<file path="src/rtl/fproc_pkg.sv">
// fproc_pkg: shared definitions for the fproc request arbiter.
//   - fproc_state_e : arbiter FSM state encoding
//   - FPROC_ID_W / FPROC_DATA_W : default function-ID and response widths
//   - FPROC_ERR_DATA : response word returned to a core when the backend times out
package fproc_pkg;

    typedef enum logic [1:0] {
        IDLE      = 2'd0,
        ISSUE     = 2'd1,
        WAIT_RESP = 2'd2,
        DONE      = 2'd3
    } fproc_state_e;

    localparam int unsigned FPROC_ID_W   = 8;
    localparam int unsigned FPROC_DATA_W = 32;

    localparam logic [FPROC_DATA_W-1:0] FPROC_ERR_DATA = '1;

endpackage

</file>
<file path="src/rtl/fproc_rr_pick.sv">
// fproc_rr_pick: combinational round-robin picker.
// Searches pending_i starting at rr_ptr_i and wrapping modulo N_CORES; reports
// the first set bit found.
//   pending_i [N_CORES] : per-core pending request flags
//   rr_ptr_i  [IDX_W]   : index the search starts from
//   grant_o   [IDX_W]   : index of the selected core (0 when valid_o is low)
//   valid_o             : at least one pending bit is set
module fproc_rr_pick
    import fproc_pkg::*;
#(
    parameter int unsigned N_CORES = 4,
    localparam int unsigned IDX_W  = $clog2(N_CORES)
) (
    input  logic [N_CORES-1:0] pending_i,
    input  logic [IDX_W-1:0]   rr_ptr_i,
    output logic [IDX_W-1:0]   grant_o,
    output logic               valid_o
);

    always_comb begin
        int unsigned idx;
        grant_o = '0;
        valid_o = 1'b0;
        idx     = 0;
        for (int unsigned k = 0; k < N_CORES; k++) begin
            idx = (32'(rr_ptr_i) + k) % N_CORES;
            if (!valid_o && pending_i[idx]) begin
                valid_o = 1'b1;
                grant_o = IDX_W'(idx);
            end
        end
    end

endmodule

</file>
<file path="src/rtl/fproc_arbiter.sv">
// fproc_arbiter: shares one fproc backend port between N_CORES cores.
// Each core's one-cycle request strobe is latched into a pending flag plus ID,
// requests are granted round-robin, issued to the backend one at a time, and
// the response is returned to the requesting core with a one-cycle ready strobe.
//
// Ports:
//   clk, reset       : clock, synchronous active-high reset
//   core_req         : per-core request strobe
//   core_id          : per-core function ID, slice i belongs to core i
//   core_ready       : one-hot, one-cycle response strobe
//   core_data        : response data, held until the next response
//   fp_req_valid     : request to the backend (held until fp_req_accept)
//   fp_req_id        : ID of the granted request
//   fp_req_core      : index of the granted core
//   fp_req_accept    : backend accepts the request
//   fp_resp_valid    : backend response strobe (only honoured in WAIT_RESP)
//   fp_resp_data     : backend response data
//   fp_timeout       : one-cycle error strobe alongside core_ready
//                      (present only when FPROC_TIMEOUT_EN is defined)
//
// Build option: define FPROC_TIMEOUT_EN to abort a response wait after
// TIMEOUT_CYCLES cycles, returning FPROC_ERR_DATA to the core.
module fproc_arbiter
    import fproc_pkg::*;
#(
    parameter int unsigned N_CORES        = 4,
    parameter int unsigned ID_W           = FPROC_ID_W,
    parameter int unsigned DATA_W         = FPROC_DATA_W,
    parameter int unsigned TIMEOUT_CYCLES = 1024,
    localparam int unsigned IDX_W         = $clog2(N_CORES)
) (
    input  logic                    clk,
    input  logic                    reset,
    input  logic [N_CORES-1:0]      core_req,
    input  logic [N_CORES*ID_W-1:0] core_id,
    output logic [N_CORES-1:0]      core_ready,
    output logic [DATA_W-1:0]       core_data,
    output logic                    fp_req_valid,
    output logic [ID_W-1:0]         fp_req_id,
    output logic [IDX_W-1:0]        fp_req_core,
`ifdef FPROC_TIMEOUT_EN
    output logic                    fp_timeout,
`endif
    input  logic                    fp_req_accept,
    input  logic                    fp_resp_valid,
    input  logic [DATA_W-1:0]       fp_resp_data
);

    if (N_CORES < 2 || N_CORES > 16) begin : g_bad_n_cores
        $error("fproc_arbiter: N_CORES must be in 2..16");
    end
    if (TIMEOUT_CYCLES < 1) begin : g_bad_timeout
        $error("fproc_arbiter: TIMEOUT_CYCLES must be at least 1");
    end

    fproc_state_e        state_q, state_d;
    logic [N_CORES-1:0]  pending_q, pending_d;
    logic [ID_W-1:0]     id_q [N_CORES];
    logic [ID_W-1:0]     id_d [N_CORES];
    logic [IDX_W-1:0]    rr_ptr_q, rr_ptr_d;
    logic [IDX_W-1:0]    grant_q, grant_d;
    logic [ID_W-1:0]     req_id_q, req_id_d;
    logic [DATA_W-1:0]   core_data_q, core_data_d;

    logic [IDX_W-1:0]    pick_idx;
    logic                pick_valid;
    logic                grant_now;
    logic [N_CORES-1:0]  grant_clr;

    fproc_rr_pick #(
        .N_CORES (N_CORES)
    ) u_pick (
        .pending_i (pending_q),
        .rr_ptr_i  (rr_ptr_q),
        .grant_o   (pick_idx),
        .valid_o   (pick_valid)
    );

    assign grant_now = (state_q == IDLE) && pick_valid;
    assign grant_clr = grant_now ? (N_CORES'(1) << pick_idx) : '0;

    // Request capture. A strobe is taken when the slot is free, or when the
    // slot is being granted this same cycle (set wins over the grant clear).
    always_comb begin
        for (int unsigned i = 0; i < N_CORES; i++) begin
            logic take;
            take         = core_req[i] && (!pending_q[i] || grant_clr[i]);
            pending_d[i] = take || (pending_q[i] && !grant_clr[i]);
            id_d[i]      = take ? core_id[i*ID_W +: ID_W] : id_q[i];
        end
    end

`ifdef FPROC_TIMEOUT_EN
    localparam int unsigned TMO_W = $clog2(TIMEOUT_CYCLES + 1);

    logic [TMO_W-1:0] tmo_cnt_q, tmo_cnt_d;
    logic             timed_out_q, timed_out_d;

    // Counts cycles spent in WAIT_RESP; zero on the entry cycle.
    assign tmo_cnt_d = (state_q == WAIT_RESP) ? tmo_cnt_q + 1'b1 : '0;
`endif

    always_comb begin
        state_d     = state_q;
        rr_ptr_d    = rr_ptr_q;
        grant_d     = grant_q;
        req_id_d    = req_id_q;
        core_data_d = core_data_q;
`ifdef FPROC_TIMEOUT_EN
        timed_out_d = 1'b0;
`endif
        unique case (state_q)
            IDLE: begin
                if (pick_valid) begin
                    state_d  = ISSUE;
                    grant_d  = pick_idx;
                    req_id_d = id_q[pick_idx];
                    rr_ptr_d = (pick_idx == IDX_W'(N_CORES - 1)) ? '0 : pick_idx + 1'b1;
                end
            end
            ISSUE: begin
                if (fp_req_accept) begin
                    state_d = WAIT_RESP;
                end
            end
            WAIT_RESP: begin
                if (fp_resp_valid) begin
                    core_data_d = fp_resp_data;
                    state_d     = DONE;
                end
`ifdef FPROC_TIMEOUT_EN
                else if (tmo_cnt_q == TMO_W'(TIMEOUT_CYCLES - 1)) begin
                    core_data_d = '1;
                    timed_out_d = 1'b1;
                    state_d     = DONE;
                end
`endif
            end
            DONE: begin
                state_d = IDLE;
            end
            default: begin
                state_d = IDLE;
            end
        endcase
    end

    always_ff @(posedge clk) begin
        if (reset) begin
            state_q     <= IDLE;
            pending_q   <= '0;
            rr_ptr_q    <= '0;
            grant_q     <= '0;
            req_id_q    <= '0;
            core_data_q <= '0;
            for (int unsigned i = 0; i < N_CORES; i++) begin
                id_q[i] <= '0;
            end
`ifdef FPROC_TIMEOUT_EN
            tmo_cnt_q   <= '0;
            timed_out_q <= 1'b0;
`endif
        end else begin
            state_q     <= state_d;
            pending_q   <= pending_d;
            rr_ptr_q    <= rr_ptr_d;
            grant_q     <= grant_d;
            req_id_q    <= req_id_d;
            core_data_q <= core_data_d;
            for (int unsigned i = 0; i < N_CORES; i++) begin
                id_q[i] <= id_d[i];
            end
`ifdef FPROC_TIMEOUT_EN
            tmo_cnt_q   <= tmo_cnt_d;
            timed_out_q <= timed_out_d;
`endif
        end
    end

    assign core_ready   = (state_q == DONE) ? (N_CORES'(1) << grant_q) : '0;
    assign core_data    = core_data_q;
    assign fp_req_valid = (state_q == ISSUE);
    assign fp_req_id    = req_id_q;
    assign fp_req_core  = grant_q;
`ifdef FPROC_TIMEOUT_EN
    // timed_out_q is only ever set for the DONE cycle that follows a timeout.
    assign fp_timeout   = timed_out_q;
`endif

endmodule

</file>
<file path="config.mk">
export PLATFORM = sky130hd
export DESIGN_NAME = fproc_arbiter
export DESIGN_NICKNAME = d
export VERILOG_FILES = /design/src/rtl/fproc_pkg.sv /design/src/rtl/fproc_rr_pick.sv /design/src/rtl/fproc_arbiter.sv
export SDC_FILE = /design/constraint.sdc
export NUM_CORES = 1
export LEC_CHECK = 0
export ABC_AREA = 1
export CORE_MARGIN = 2
export CORE_UTILIZATION = 42
export DETAILED_ROUTE_END_ITERATION = 16
export PLACE_DENSITY = 0.75
export SLEW_MARGIN = 20
export SYNTH_ARGS = -nofsm -noshare
export SYNTH_HDL_FRONTEND = slang
export SYNTH_SLANG_ARGS = --single-unit
</file>
<file path="constraint.sdc">
create_clock -name clk -period 2.1 [get_ports clk]
set_input_delay 0.42 -clock clk [delete_from_list [all_inputs] [get_ports clk]]
set_output_delay 0.42 -clock clk [all_outputs]
set_load 0.05 [all_outputs]
</file>
Yosys cells after proc, flatten, opt, wreduce, memory -nomap -nowiden
Memory sizes are Yosys's and may differ from the RTL's. A register that Yosys moved wholly into a read port is not among the register bits.
Cells that the tools add are included.
{ "word_totals": {"ff_bits": 42, "rom_bits": 0, "elab_cells": 104, "latchBits": 0, "out_inout_bits": 47, "ramBits": 32, "input_bits": 72, "mem_count": 1} }
{ "memory_table": {"columns": ["memory", "depth", "word_bits", "rd", "rd_ports_with_merged_regs", "write_ports", "line_no", "text"], "rows": [
  ["id_q", 4, 8, 1, 1, 4, "fproc_arbiter.sv:58", "logic [ID_W-1:0] id_q [N_CORES];"]
]} }
{ "classes": {"div": 0, "n_reduce_logical": 39, "n_addsub": 4, "n_bitwise": 4, "magnitude_cmp": 4, "eq_ne": 11, "multipliers": 0, "shift": 2, "n_mux": 34} }
{ "ops": {"columns": ["operator", "n"], "rows": [
  ["$mux W8", 8],
  ["$mux W2", 8],
  ["$logic_and A1 B1 Y1", 12],
  ["$lt A2 B3 Y1 const B", 4],
  ["$reduce_and A2 Y1", 6],
  ["$logic_not A1 Y1", 11],
  ["$mux W1", 11],
  ["$bmux W1 S2", 4],
  ["$logic_or A1 B1 Y1", 8],
  ["$mux W4", 2],
  ["$pmux W2 S4", 1],
  ["$shl A1 B2 Y4 const A", 2],
  ["$eq A2 B2 Y1 const B", 3],
  ["$add A2 B1 Y2 const B", 2],
  ["$add A2 B2 Y2 const B", 2],
  ["$ne A1 B1 Y1 const B", 4],
  ["$ne A2 B2 Y1 const B", 2],
  ["$or A1 B1 Y1", 4],
  ["$reduce_and A3 Y1", 1],
  ["$eq A2 B1 Y1 const B", 1],
  ["$logic_not A2 Y1", 1],
  ["$ne A2 B1 Y1 const B", 1]
]} }

Depth between registers and ports, before layout
{ "depth": {"ltp_word": 19, "depth_mapped": 17, "depth_no_buf": 15} }

Hierarchy
A second synthesis with hierarchy kept.
{ "hier_totals": {"cells_unflattened": 473, "hier_area_um2": 3862.5} }
{ "by_module_without_submodules": {"columns": ["module", "area_each_um2", "instances", "seq_area_each_um2", "cells_each"], "rows": [
  ["fproc_arbiter", 3543.4, 1, 1961.9, 414],
  ["fproc_rr_pick", 319.1, 1, 0.0, 59]
]} }

Worst setup path after synthesis
No wires, ideal clock.
{ "synth_timing": {"path_kind": "flip-flop to output port", "from": "reg grant_q[0], in the netlist fp_req_core[0]", "to": "out core_ready[3]", "stages_incl_launch_ff": 3, "required_time_ns": 1.680, "t_arrival_ns": 1.888, "slack_ns": -0.208, "cell_sequence": "dfxtp_1 -> inv_1 -> nor3_1"} }
{ "synth_via": {"elab_chain_cells": 2} }
{ "synth_lines": {"columns": ["item", "line_no", "text"], "rows": [
  ["start: declaration", "fproc_arbiter.sv:61", "logic [IDX_W-1:0] grant_q, grant_d;"],
  ["start signal: assignment", "fproc_arbiter.sv:167", "grant_q <= grant_d;"],
  ["$shl A1 B2 Y4", "fproc_arbiter.sv:180", "assign core_ready = (state_q == DONE) ? (N_CORES'(1) << grant_q) : '0;"],
  ["$mux W4", "fproc_arbiter.sv:180", null],
  ["end: declaration", "fproc_arbiter.sv:36", "output logic [N_CORES-1:0] core_ready,"]
]} }
No other way between the ends.

==> reports/qor.txt <==
reg2reg end: id_q[3][2]$_SDFFCE_PN0P_
leakage power: 2.53 nW
TritonCTS buffer count: 9
I/O pin count: 119
most frequent cells in the layout: clkdlybuf4s50_1, nor2_1, nand2_1
critical-path cell list: buf_12 > nand2_2 > nand3_2 > nand2_4 > inv_4 > nand3_2 > nand2_4 > nor2_4 > inv_2 > o21ai_4 > buf_6 > nand3_4 > nor2_2
final-stage net count: 707
Fillers: 724
Synth Net Count: 568
Reg2Reg Setup Slack: 0.03 ns
cells after synthesis: 491
die area: 9830 um^2
final WL: 10400 um
Final Skew: 0.00728 ns
DR iter-0 viols: 187
crit path launch type: flop
FP Rows: 34
area occupied by multi-input gates: 1700 um^2
r2r startpoint: rr_ptr_q[0]$_SDFFE_PP0P_
clock root buffer: clkbuf_8
Final Instance Area: 5690 um^2
CP max stage cell: dfxtp_4
ant diodes: 0
post-synth top area cell: dfxtp_1
Final Hold Viols: 0
Initial DRT Pass Iterations: 4
critical path endpoint category: flop
GPL Wtd Cong: 0.901
antenna violations before repair: 0
Final setup viols: 0
slowest stage delay, CP: 0.37 ns
R2R depth: 13
Die Ht: 99.1 um
Synth top area share: 26.3%
first-pass GRT wire length: 15500 um
Core Area: 8760 um^2
Syn Area/Cell: 7.74 um^2
CTS Sinks: 82
Seq/Total Area, Yosys: 51.6%
max-cap viol count: 0
commonest non-fill, non-tap cell in the layout: clkdlybuf4s50_1
clk slew on worst S/H paths: 0.09 ns
WL per Instance: 14.0 um
CTS tree: yes
fin crit period: 2.07 ns
largest net degree at the start of global routing: 33
vias per inst: 4.80
Total GRT Usage: 20.0%
vias in the first global route: 3291
worst-margin pin slew: 0.662 ns
Worst EP arrival: 2.27 ns
crit path max fanout: 8
fraction of layout cells with a size suffix above 1: 18.6%
Final HPWL DP: 7560 um
Initial Util: 43.4%
Post-CTS Hold Fix Bufs: 0
Worst-Skew Late Latency: 0.35 ns
number of distinct library cells after synthesis: 24
post-route DRC violation count: 0
Clock Path Buffers: 2
synthesis-stage register bit count: 82
Slew headroom: 55.8%
Die Width: 99.1 um
Post-Place Worst Slack: -0.140 ns
Hold Path Stages: 2
critical path class: reg2reg
maximum vdd drop: 611 uV
Hold WC Path Type: reg2reg
placed standard-cell area: 5200 um^2
post-route worst setup slack: 0.0328 ns
fin crit share: 98.4%
Post-Syn Area: 3800 um^2
status: complete, no violations
pwr dens: 1340 nW/um^2
Hold Path Sink: core_data[21]$_SDFFE_PP0P_
WP data required: 2.30 ns
min-delay src: core_data[21]$_SDFFE_PP0P_
Vias: 3564
Buffers on Ports: 118
dominant cells by area after synthesis: dfxtp_1, edfxtp_1, nor2_1
global route overflow: 0
DRT antenna net count: 0
register area: 1970 um^2
Layout area overhead: 49.6%
Yosys warnings: 0
H-tree levels: 3
max-slew violation count: 0
max frequency: 0.484 GHz
[power by group]
| group | internal [mW] | switching, mW | total (mW) |
|---|---|---|---|
| sequential | 1.99 | 0.181 | 2.17 |
| combinational | 1.53 | 2.66 | 4.19 |
| clock | 0.655 | 0.588 | 1.24 |
[cell type report]
type / instances / area share, %
clock buffers: 13 / 3.56
multi-input cells: 326 / 30.0
repair buffers: 147 / 24.7
well taps: 108 / 2.38
inverters: 64 / 4.38
clock inverters: 3 / 0.396
flip-flops and latches: 82 / 34.7
[kinds of logic (layout without fill, tap and decap cells)]
kind of cell / count (synthesis) / after routing / synth area share [%]
AOI/OAI and AO/OA: 50 / 50 / 6.95
adders and majority gates: 5 / 5 / 1.65
buffers and inverters: 83 / 227 / 9.22
DFF: 82 / 82 / 51.6
and+or+nand+nor: 271 / 271 / 30.6
[sequential cells by signal, summed over array words and instances (netlist names)]
name and count:
id_q 32, rr_ptr_q 2, core_data 32, state_q 2, fp_req_id 8, fp_req_core 2
pending_q 4
[how the worst max path moves through the flow]
stage	startpoint	endpoint	slack, ns	depth (start not counted)
4_1_cts	rr_ptr_q[1]$_SDFFE_PP0P_	id_q[1][1]$_SDFFCE_PN0P_	0.001	14
3_3_place_gp	rr_ptr_q[0]$_SDFFE_PP0P_	id_q[1][1]$_SDFFCE_PN0P_	-0.003	13
6_report	rr_ptr_q[0]$_SDFFE_PP0P_	id_q[3][2]$_SDFFCE_PN0P_	0.03	13
2_1_floorplan	fp_req_core[0]$_SDFFE_PP0P_	core_ready[3]	-0.21	2
5_1_grt	rr_ptr_q[0]$_SDFFE_PP0P_	id_q[0][0]$_SDFFCE_PN0P_	-0.08	14
3_5_place_dp	rr_ptr_q[0]$_SDFFE_PP0P_	id_q[1][4]$_SDFFCE_PN0P_	-0.14	14
[synthesized netlist by cell type]
cell,instances
inv_2,6
clkinv_2,1
nand3_2,2
buf_2,3
nand3_4,4
dfxtp_1,50
clkbuf_1,11
nand4_1,1
nor2_1,119
nand2_1,98
edfxtp_1,32
a21oi_1,6
nand2_4,1
nor3_1,6
nand2_2,6
nand3_1,32
buf_6,4
o21ai_0,42
nor2_2,2
inv_1,57
a211oi_1,1
o21ai_4,1
buf_4,1
ha_1,5
[stage by stage]
stage	total power, mW	cells	hold slack (ns)	TNS (ns)	util [%]
after CTS	7.15	739	0.490	0	62.1
final	7.61	743	0.486	0	64.9
after global routing	8.08	743	0.517	-2.21	64.9
after floorplan	4.66	491	0.510	-0.610	-
after global placement	5.79	723	0.462	-0.0258	59.3
after detailed placement	5.89	723	0.472	-3.87	59.3
[metal layers]
layer	wire [um]	vias up	track usage, %
met2	5480	113	34.7
met1	4140	1622	25.0
met4	233	0	6.85
met3	521	17	3.79
met5	0	-	0
li1	-	1812	-
[critical path, delay by kind of cell (launching register included)]
family,cells,cell delay [ns]
buf+inv,4,0.39
simple gates,8,1.03
flops,1,0.37
compound gates,1,0.15
[repair_timing]
| action | in CTS | in global routing |
|---|---|---|
| buffers inserted | 0 | 5 |
| setup endpoints to repair | 37 | 59 |
| pin swaps | 0 | 22 |
| gates cloned | 0 | 0 |
| resized for setup | 6 | 64 |
No activity file was read; power rests on OpenSTA's default activity.
